## config.mk

```make
export PLATFORM = sky130hd
export DESIGN_NAME = multicycle_cpu
export DESIGN_NICKNAME = d
export VERILOG_FILES = /design/src/rtl/cpu_pkg.sv /design/src/rtl/cpu_alu.sv /design/src/rtl/multicycle_cpu.sv
export SDC_FILE = /design/constraint.sdc
export NUM_CORES = 2
export LEC_CHECK = 0
export BUFFER_PORTS_ARGS = -buffer_cell sky130_fd_sc_hd__buf_2
export CAP_MARGIN = 10
export CORE_UTILIZATION = 25
export CTS_CLUSTER_DIAMETER = 200
export DETAILED_ROUTE_END_ITERATION = 10
export GPL_ROUTABILITY_DRIVEN = 0
export MAX_ROUTING_LAYER = met4
export SYNTH_ARGS = -nofsm -noshare
export SYNTH_HDL_FRONTEND = slang
export SYNTH_SLANG_ARGS = --single-unit
export TNS_END_PERCENT = 20
```

## constraint.sdc

```tcl
create_clock -name clk_i -period 60.6 [get_ports clk_i]
set_input_delay 12.12 -clock clk_i [delete_from_list [all_inputs] [get_ports clk_i]]
set_output_delay 12.12 -clock clk_i [all_outputs]
set_load 0.005 [all_outputs]
```

## src/rtl/cpu_pkg.sv

```systemverilog
// Shared definitions for the multi-cycle MIPS-subset core: instruction field
// positions, opcode/funct encodings, ALU operations, FSM states and decode.
package cpu_pkg;

  // Instruction field positions
  localparam int OP_HI  = 31;
  localparam int OP_LO  = 26;
  localparam int RS_HI  = 25;
  localparam int RS_LO  = 21;
  localparam int RT_HI  = 20;
  localparam int RT_LO  = 16;
  localparam int RD_HI  = 15;
  localparam int RD_LO  = 11;
  localparam int FN_HI  = 5;
  localparam int FN_LO  = 0;
  localparam int IMM_HI = 15;
  localparam int IMM_LO = 0;

  // Opcodes
  localparam logic [5:0] OP_RTYPE = 6'h00;
  localparam logic [5:0] OP_ADDI  = 6'h08;

  // R-type function codes
  localparam logic [5:0] FN_ADD = 6'h20;
  localparam logic [5:0] FN_SUB = 6'h22;
  localparam logic [5:0] FN_AND = 6'h24;
  localparam logic [5:0] FN_OR  = 6'h25;
  localparam logic [5:0] FN_MUL = 6'h18;

  typedef enum logic [2:0] {
    ALU_ADD,
    ALU_SUB,
    ALU_AND,
    ALU_OR,
    ALU_MUL
  } alu_op_e;

  typedef enum logic [2:0] {
    S_IDLE,
    S_FETCH,
    S_DECODE,
    S_EXEC,
    S_WB
  } state_e;

  // Opcode-level decode result; register-index legality is checked by the core
  typedef struct packed {
    logic    valid;
    logic    use_imm;
    logic    uses_rd;
    alu_op_e alu_op;
  } dec_t;

  function automatic dec_t decode(input logic [5:0] op, input logic [5:0] funct);
    dec_t d;
    d.valid   = 1'b0;
    d.use_imm = 1'b0;
    d.uses_rd = 1'b0;
    d.alu_op  = ALU_ADD;
    case (op)
      OP_RTYPE: begin
        d.valid   = 1'b1;
        d.uses_rd = 1'b1;
        case (funct)
          FN_ADD:  d.alu_op = ALU_ADD;
          FN_SUB:  d.alu_op = ALU_SUB;
          FN_AND:  d.alu_op = ALU_AND;
          FN_OR:   d.alu_op = ALU_OR;
          FN_MUL:  d.alu_op = ALU_MUL;
          default: d.valid  = 1'b0;
        endcase
      end
      OP_ADDI: begin
        d.valid   = 1'b1;
        d.use_imm = 1'b1;
      end
      default: d.valid = 1'b0;
    endcase
    return d;
  endfunction

endpackage

```

## src/rtl/cpu_alu.sv

```systemverilog
// Combinational ALU: add/sub/and/or/mul, all modulo 2^XLEN.
module cpu_alu
  import cpu_pkg::*;
#(
  parameter int unsigned XLEN = 32
) (
  input  logic [XLEN-1:0] a,
  input  logic [XLEN-1:0] b,
  input  alu_op_e         alu_op,
  output logic [XLEN-1:0] result,
  output logic            zero
);

  // Select the operation; mul keeps only the low XLEN bits
  always_comb begin
    result = '0;
    case (alu_op)
      ALU_ADD: result = a + b;
      ALU_SUB: result = a - b;
      ALU_AND: result = a & b;
      ALU_OR:  result = a | b;
      ALU_MUL: result = a * b;
      default: result = '0;
    endcase
    zero = (result == '0);
  end

endmodule

```

## src/rtl/multicycle_cpu.sv

```systemverilog
// Multi-cycle MIPS-subset core: IDLE/FETCH/DECODE/EXEC/WB sequencing with a
// req/ack instruction fetch, inline register file and a debug read port.
module multicycle_cpu
  import cpu_pkg::*;
#(
  parameter int unsigned     XLEN     = 32,
  parameter int unsigned     NREG     = 32,
  parameter int unsigned     PC_W     = 32,
  parameter logic [PC_W-1:0] RESET_PC = '0
) (
  input  logic            clk_i,
  input  logic            rst_i,
  input  logic            start_i,
  output logic            imem_req_o,
  output logic [PC_W-1:0] imem_addr_o,
  input  logic            imem_ack_i,
  input  logic [31:0]     imem_data_i,
  output logic [PC_W-1:0] pc_o,
  output logic            retire_o,
  output logic            illegal_o,
  output logic [31:0]     retire_cnt_o,
  input  logic [4:0]      dbg_raddr_i,
  output logic [XLEN-1:0] dbg_rdata_o
);

  localparam int unsigned RW = $clog2(NREG);

  state_e            state;
  logic [PC_W-1:0]   pc;
  logic [31:0]       ir;
  logic [XLEN-1:0]   regs [NREG];
  logic [XLEN-1:0]   op_a;
  logic [XLEN-1:0]   op_b;
  logic [XLEN-1:0]   imm;
  logic              use_imm;
  alu_op_e           alu_op_q;
  logic [4:0]        dst_q;
  logic              legal_q;
  logic [XLEN-1:0]   alu_out;
  logic              req;
  logic              retire;
  logic              illegal;
  logic [31:0]       retire_cnt;

  logic [4:0]        rs;
  logic [4:0]        rt;
  logic [4:0]        rd;
  logic [XLEN-1:0]   imm_ext;
  dec_t              dec;
  logic              dec_legal;
  logic [XLEN-1:0]   alu_b;
  logic [XLEN-1:0]   alu_res;
  logic              alu_zero;

  function automatic logic idx_ok(input logic [4:0] idx);
    return 32'(idx) < NREG;
  endfunction

  // Register 0 and out-of-range indices read as zero
  function automatic logic [XLEN-1:0] rd_reg(input logic [4:0] idx);
    if (idx == '0 || !idx_ok(idx))
      return '0;
    return regs[idx[RW-1:0]];
  endfunction

  assign rs      = ir[RS_HI:RS_LO];
  assign rt      = ir[RT_HI:RT_LO];
  assign rd      = ir[RD_HI:RD_LO];
  assign imm_ext = XLEN'($signed(ir[IMM_HI:IMM_LO]));

  // Decode the latched instruction and check every register index it uses
  always_comb begin
    dec       = decode(ir[OP_HI:OP_LO], ir[FN_HI:FN_LO]);
    dec_legal = dec.valid && idx_ok(rs) && idx_ok(rt) && (!dec.uses_rd || idx_ok(rd));
  end

  assign alu_b = use_imm ? imm : op_b;

  cpu_alu #(
    .XLEN(XLEN)
  ) u_alu (
    .a      (op_a),
    .b      (alu_b),
    .alu_op (alu_op_q),
    .result (alu_res),
    .zero   (alu_zero)
  );

  // Instruction sequencer, datapath latches and register file
  always_ff @(posedge clk_i or posedge rst_i) begin
    if (rst_i) begin
      state      <= S_IDLE;
      pc         <= RESET_PC;
      ir         <= '0;
      op_a       <= '0;
      op_b       <= '0;
      imm        <= '0;
      use_imm    <= 1'b0;
      alu_op_q   <= ALU_ADD;
      dst_q      <= '0;
      legal_q    <= 1'b0;
      alu_out    <= '0;
      req        <= 1'b0;
      retire     <= 1'b0;
      illegal    <= 1'b0;
      retire_cnt <= '0;
      for (int unsigned i = 0; i < NREG; i++)
        regs[i] <= '0;
    end else begin
      retire  <= 1'b0;
      illegal <= 1'b0;
      case (state)
        S_IDLE: begin
          if (start_i) begin
            state <= S_FETCH;
            req   <= 1'b1;
          end
        end
        S_FETCH: begin
          if (imem_ack_i) begin
            ir    <= imem_data_i;
            req   <= 1'b0;
            state <= S_DECODE;
          end
        end
        S_DECODE: begin
          op_a     <= rd_reg(rs);
          op_b     <= rd_reg(rt);
          imm      <= imm_ext;
          use_imm  <= dec.use_imm;
          alu_op_q <= dec.alu_op;
          dst_q    <= dec.uses_rd ? rd : rt;
          legal_q  <= dec_legal;
          state    <= S_EXEC;
        end
        S_EXEC: begin
          alu_out <= alu_res;
          state   <= S_WB;
        end
        S_WB: begin
          // legal_q guarantees dst_q < NREG, so the truncated index is exact
          if (legal_q && dst_q != '0)
            regs[dst_q[RW-1:0]] <= alu_out;
          pc      <= pc + PC_W'(4);
          retire  <= legal_q;
          illegal <= !legal_q;
          if (legal_q)
            retire_cnt <= retire_cnt + 32'd1;
          if (start_i) begin
            state <= S_FETCH;
            req   <= 1'b1;
          end else begin
            state <= S_IDLE;
          end
        end
        default: begin
          state <= S_IDLE;
          req   <= 1'b0;
        end
      endcase
    end
  end

  // Debug port reads the register file combinationally
  always_comb begin
    dbg_rdata_o = rd_reg(dbg_raddr_i);
  end

  assign imem_req_o   = req;
  assign imem_addr_o  = pc;
  assign pc_o         = pc;
  assign retire_o     = retire;
  assign illegal_o    = illegal;
  assign retire_cnt_o = retire_cnt;

endmodule

```

=== Word level (Yosys, flattened, before mapping) ===
Cells that the tools add are included.

* Flip-flop bits (word level): 1248
* Latch bits: 0
* RAM bits: 0
* ROM bits: 0
* Input port bits: 41
* Output and inout bits: 131
* Word-level logic and storage cells: 139
* Memories: 0

* Add/sub/neg operators: 4
* Multiply operators: 1
* Divide/modulo/power cells: 0
* Magnitude comparators: 5
* Equality and inequality tests: 17
* Shift-type cells: 0
* Muxes and demuxes: 40
* Bitwise logic cells: 7
* Reductions and logical operators: 18

{| class="wikitable"
|+ Operators with widths
! cell !! number
|-
| bitwise mux 1024 bit || 1
|-
| binary-select mux 32 bit (select 5 bit) || 3
|-
| two-way mux 32 bit || 14
|-
| demux 32 bit (select 5 bit) || 1
|-
| case mux 32 bit (5 select lines) || 1
|-
| adder 32 x 1 -> 32 bit (second input constant) || 1
|-
| adder 32 x 3 -> 32 bit (second input constant) || 1
|-
| adder 32 bit || 1
|-
| AND 32 bit || 1
|-
| multiplier 32 x 32 -> 32 bit || 1
|-
| OR 32 bit || 1
|-
| subtractor 32 bit || 1
|-
| == test 6 bit (second input constant) || 4
|-
| >= comparator 6 bit (second input constant) || 4
|-
| NOT 5 -> 6 bit || 4
|-
| logical NOT 5 bit || 3
|-
| case mux 3 bit (5 select lines) || 1
|-
| == test 3 x 2 -> 1 bit (second input constant) || 4
|-
| two-way mux 1 bit || 12
|-
| case mux 3 bit (4 select lines) || 1
|-
| AND reduction 2 bit || 4
|-
| == test 3 x 1 -> 1 bit (second input constant) || 2
|-
| == test 3 bit (second input constant) || 2
|-
| == test 6 x 4 -> 1 bit (second input constant) || 1
|-
| other kinds (18) || 23
|}

=== Longest topological paths before layout ===
* Depth after elaboration: 6
* Depth in mapped cells: 31

=== Cells and area by module ===
A second synthesis with hierarchy kept.

* Cell total of the unflattened synthesis: 7435
* Area total of the unflattened synthesis: 91435.2 µm²

{| class="wikitable"
|+ By module, submodules not included
! module !! times used !! cells each !! area each (µm²) !! sequential area each (µm²)
|-
| multicycle_cpu || 1 || 5140 || 72181.7 || 31179.9
|-
| cpu_alu || 1 || 2295 || 19253.5 || 0.0
|}

=== Worst setup path before layout ===
No wires, ideal clock.

* Kind: input to output
* Start: input dbg_raddr_i[0]
* End: output dbg_rdata_o[21]
* Data arrival time: 14.403 ns
* Data required time: 48.480 ns
* Slack: 34.077 ns
* Cell stages on the path: 8
* Buffers on the path: 4
* Cell sequence: clkbuf_1 > buf_2 > buf_1 > clkbuf_1 > mux4_2 > mux4_2 > mux2i_1 > nor2_1

* Word-level cells in the longest chain between the ends: 5
* Elaborated cells between the ends (all ways): 7

{| class="wikitable"
|+ RTL lines
! what !! RTL line !! text
|-
| start, declared || multicycle_cpu.sv:22 || <nowiki>input logic [4:0] dbg_raddr_i,</nowiki>
|-
| NOT 5 -> 6 bit (not written as such) || multicycle_cpu.sv:63 || <nowiki>return regs[idx[RW-1:0]];</nowiki>
|-
| binary-select mux 32 bit (select 5 bit) || multicycle_cpu.sv:63 ||
|-
| two-way mux 32 bit (not written as such) (2 in series) || multicycle_cpu.sv:63 ||
|-
| two-way mux 32 bit * || multicycle_cpu.sv:63 ||
|-
| end, declared || multicycle_cpu.sv:23 || <nowiki>output logic [XLEN-1:0] dbg_rdata_o</nowiki>
|}

Every way passes the cells marked *; elsewhere a longest branch is shown, timed or not. The select of a mux whose other input is x is not followed.

=== Worst setup path in the final report ===
* Start: input dbg_raddr_i[0]
* End: output dbg_rdata_o[9]

The elaborated chain is that of the path after synthesis.

==> impl_metrics.yaml <==
hold_path:
  min_path_type: "reg2reg"
  worstHoldPathCells: 0
  hold_path_end: "regs[1002]$_DFFE_PP0P_"
  min_from: "regs[1002]$_DFFE_PP0P_"
sta:
  slew_viol_final: 0
  setup_viol: 0
  max-slew-margin-rel_pct: 13.7
  period_share_pct: 47.2
  finalHoldViolations: 0
  grt_setup_unrepaired: "false"
  layout_min_cycle_time_ns: 28.62
  tns_ns: 0
  fin_worst_skew_ns: 0.0589
  worst_slew_pin_slew_ns: 1.29
  max_freq_mhz: 34.9
critical_path:
  path_max_fanout: 76
  endpoint_kind: "primary output"
  r2r_cells: 23
  cp.arrival_ns: 16.50
  r2r_slack_ns: 52.06
  rr_startpoint: "use_imm$_DFFE_PP0P_"
  required_ns: 48.48
  rr_endpoint: "alu_out[30]$_DFFE_PP0P_"
  critPathKind: "in2out"
  start_kind: "input port"
die:
  die_w_um: 603
  start_util_pct: 25.1
  ios: 172
  rows: 220
  die_h_um: 603
  core-area_um2: 359000
  design.die.area_um2: 364000
synth:
  yosysWarnings: 0
  syn_inst: 7590
  async_flop_share_pct: 100
  yosysUniqueCellTypes: 80
  synth_edf_count: 0
  synth_area_per_cell_um2: 11.9
  netlist_top_cells_area: "dfrtp_1 (34%), mux2_2 (15%), mux4_2 (14%)"
  syn_area_um2: 90400
  seq_area_frac_synth_pct: 34.5
  yosysTopAreaCell: "dfrtp_1"
  synth_flop_cell: "dfrtp_1"
  yosysMostFrequentCell: "dfrtp_1"
  ys_ff_latch: 1246
  synth_top_area_share_pct: 34.5
  synth_top_cells_by_count: "dfrtp_1 (1246), mux2_2 (1173), mux4_2 (582), clkbuf_1 (477), nand2_1 (477)"
power:
  power_density_nw_per_um2: 38.1
  p_leak_nw: 45.5
  ir_drop_uv: 30.4
route:
  num_vias: 65585
  drcViolationCount: 0
  ant_nets: 0
  highest-signal-layer: "met4"
  met2_length_um: 146000
  drt_first_pass_iters: 7
  drtIter0Drc: 6748
  avgRoutedWirePerCell_um: 25.8
  dr_wl_met3_um: 26400
  wirelength_met1_um: 127000
  routed_via_density: 5.35
  drt_wl_total_um: 316000
clock_tree:
  cts_resized: 0
  cts_tree: "yes"
  cts_setup_buffers: 0
  cts_hold_buf: 0
  cts_sinks: 1246
  numCtsBuffers: 152
  cts_htree_levels: 4
  clk_pin_slew_ns: 0.05
  clockBufferDepth: 4
  ctsRootBufferMaster: "clkbuf_16"
  insertion_delay_ns: 0.85
cells_and_area:
  fillerInstances: 37049
  finalNetCount: 7961
  drive_gt1_share_pct: 32.0
  fin_util_pct: 28.1
  syn_to_final_growth_pct: 11.7
global_route:
  antenna_found_initial: 22
  overflow: 0
  grt_util_all_layers_pct: 17.6
  grt_pass1_wl_um: 468000
  grt_max_degree: 160
  grt_pass1_vias: 65464
run_status:
  outcome: "completed"
placed_design:
  portBuffers: 167
  post-dp-hpwl_um: 189000
run:
  drv_cap: 0
layout make-up:
type	count	area [um^2]	share of cell area [%]
repair buffers	319	2160	2.14
diodes	28	70.1	0.0694
clock inverters	45	591	0.585
well taps	4773	5970	5.91
flip-flops and latches	1246	31200	30.9
clock buffers	212	4370	4.33
inverters	418	1580	1.56
multi-input cells	5215	55100	54.5
critical path, cell delays in order:
cell and delay [ns]:
buf_8 0.57, buf_4 0.92, buf_4 0.90, mux4_2 0.61, mux4_2 0.47, mux2i_1 0.33
nor2_1 0.18, buf_2 0.17
cells in the final DEF, fill, tap and decap left out, drive strengths merged, types with 8 or more instances in the layout:
cell type / n
xnor2: 154
clkinvlp: 8
o21bai: 9
a31oi: 12
dfrtp: 1246
nor3: 79
mux4: 582
clkinv: 18
nor2b: 12
o22ai: 134
o21ai: 295
buf: 319
nand2: 479
inv: 425
bufinv: 12
mux2i: 428
nand2b: 12
nand3: 32
a21oi: 414
nand4: 18
fa: 409
nor2: 188
or2: 8
diode: 28
and3: 17
a22oi: 9
and2: 274
ha: 159
mux2: 1180
a21o: 18
a222oi: 8
o211ai: 10
maj3: 11
clkbuf: 212
o221ai: 127
xor2: 47
per-stage QoR:
| stage | cell area (um^2) | total power [mW] | hold WS [ns] | setup WS [ns] | cells |
|---|---|---|---|---|---|
| after detailed placement | 95900 | 2.88 | 0.411 | 31.79 | 11969 |
| final | 101000 | 3.85 | 0.424 | 31.98 | 12256 |
| after CTS | 101000 | 3.83 | 0.424 | 31.79 | 12226 |
| after global routing | 101000 | 4.02 | 0.437 | 31.61 | 12248 |
| after global placement | 95900 | 2.88 | 0.407 | 31.81 | 11969 |
| after floorplan | 90400 | 2.18 | 0.435 | 13.37 | 7593 |
how the worst max path moves through the flow:
stage	depth (start not counted)	start	end
2_1_floorplan	1	rst_i	alu_op_q[0]$_DFFE_PP0P_
3_3_place_gp	8	dbg_raddr_i[0]	dbg_rdata_o[3]
3_5_place_dp	8	dbg_raddr_i[0]	dbg_rdata_o[9]
4_1_cts	8	dbg_raddr_i[0]	dbg_rdata_o[9]
5_1_grt	8	dbg_raddr_i[0]	dbg_rdata_o[4]
6_report	8	dbg_raddr_i[0]	dbg_rdata_o[9]
registers in the layout (all words and copies together) (netlist names), 5 cells and up:
signal        flops
alu_out          32
dst_q             5
imem_addr_o      30
imm              16
ir               32
op_a             32
op_b             32
regs           1024
retire_cnt_o     32
cell families after synthesis:
kind of cell / count (synthesis) / share of synthesized area [%]
fa+ha+maj: 579 / 11.4
buf+inv: 1132 / 4.98
simple gates: 1156 / 6.11
compound gates: 1084 / 7.10
other cells: 1 / 0.00415
xor+xnor: 202 / 1.97
flops: 1246 / 34.5
mux: 2190 / 34.0
power breakdown:
group	internal, mW	switching, mW	total (mW)
Sequential	0.880	0.160	1.04
Clock	0.554	0.376	0.930
Combinational	0.625	1.26	1.88
routing by layer:
metal,track usage (%),up-vias
li1,-,27003
met1,22.1,34435
met2,27.7,3339
met3,3.56,808
met4,7.71,0
met5,-,-
Note: power is estimated with default switching activity, not from simulation.
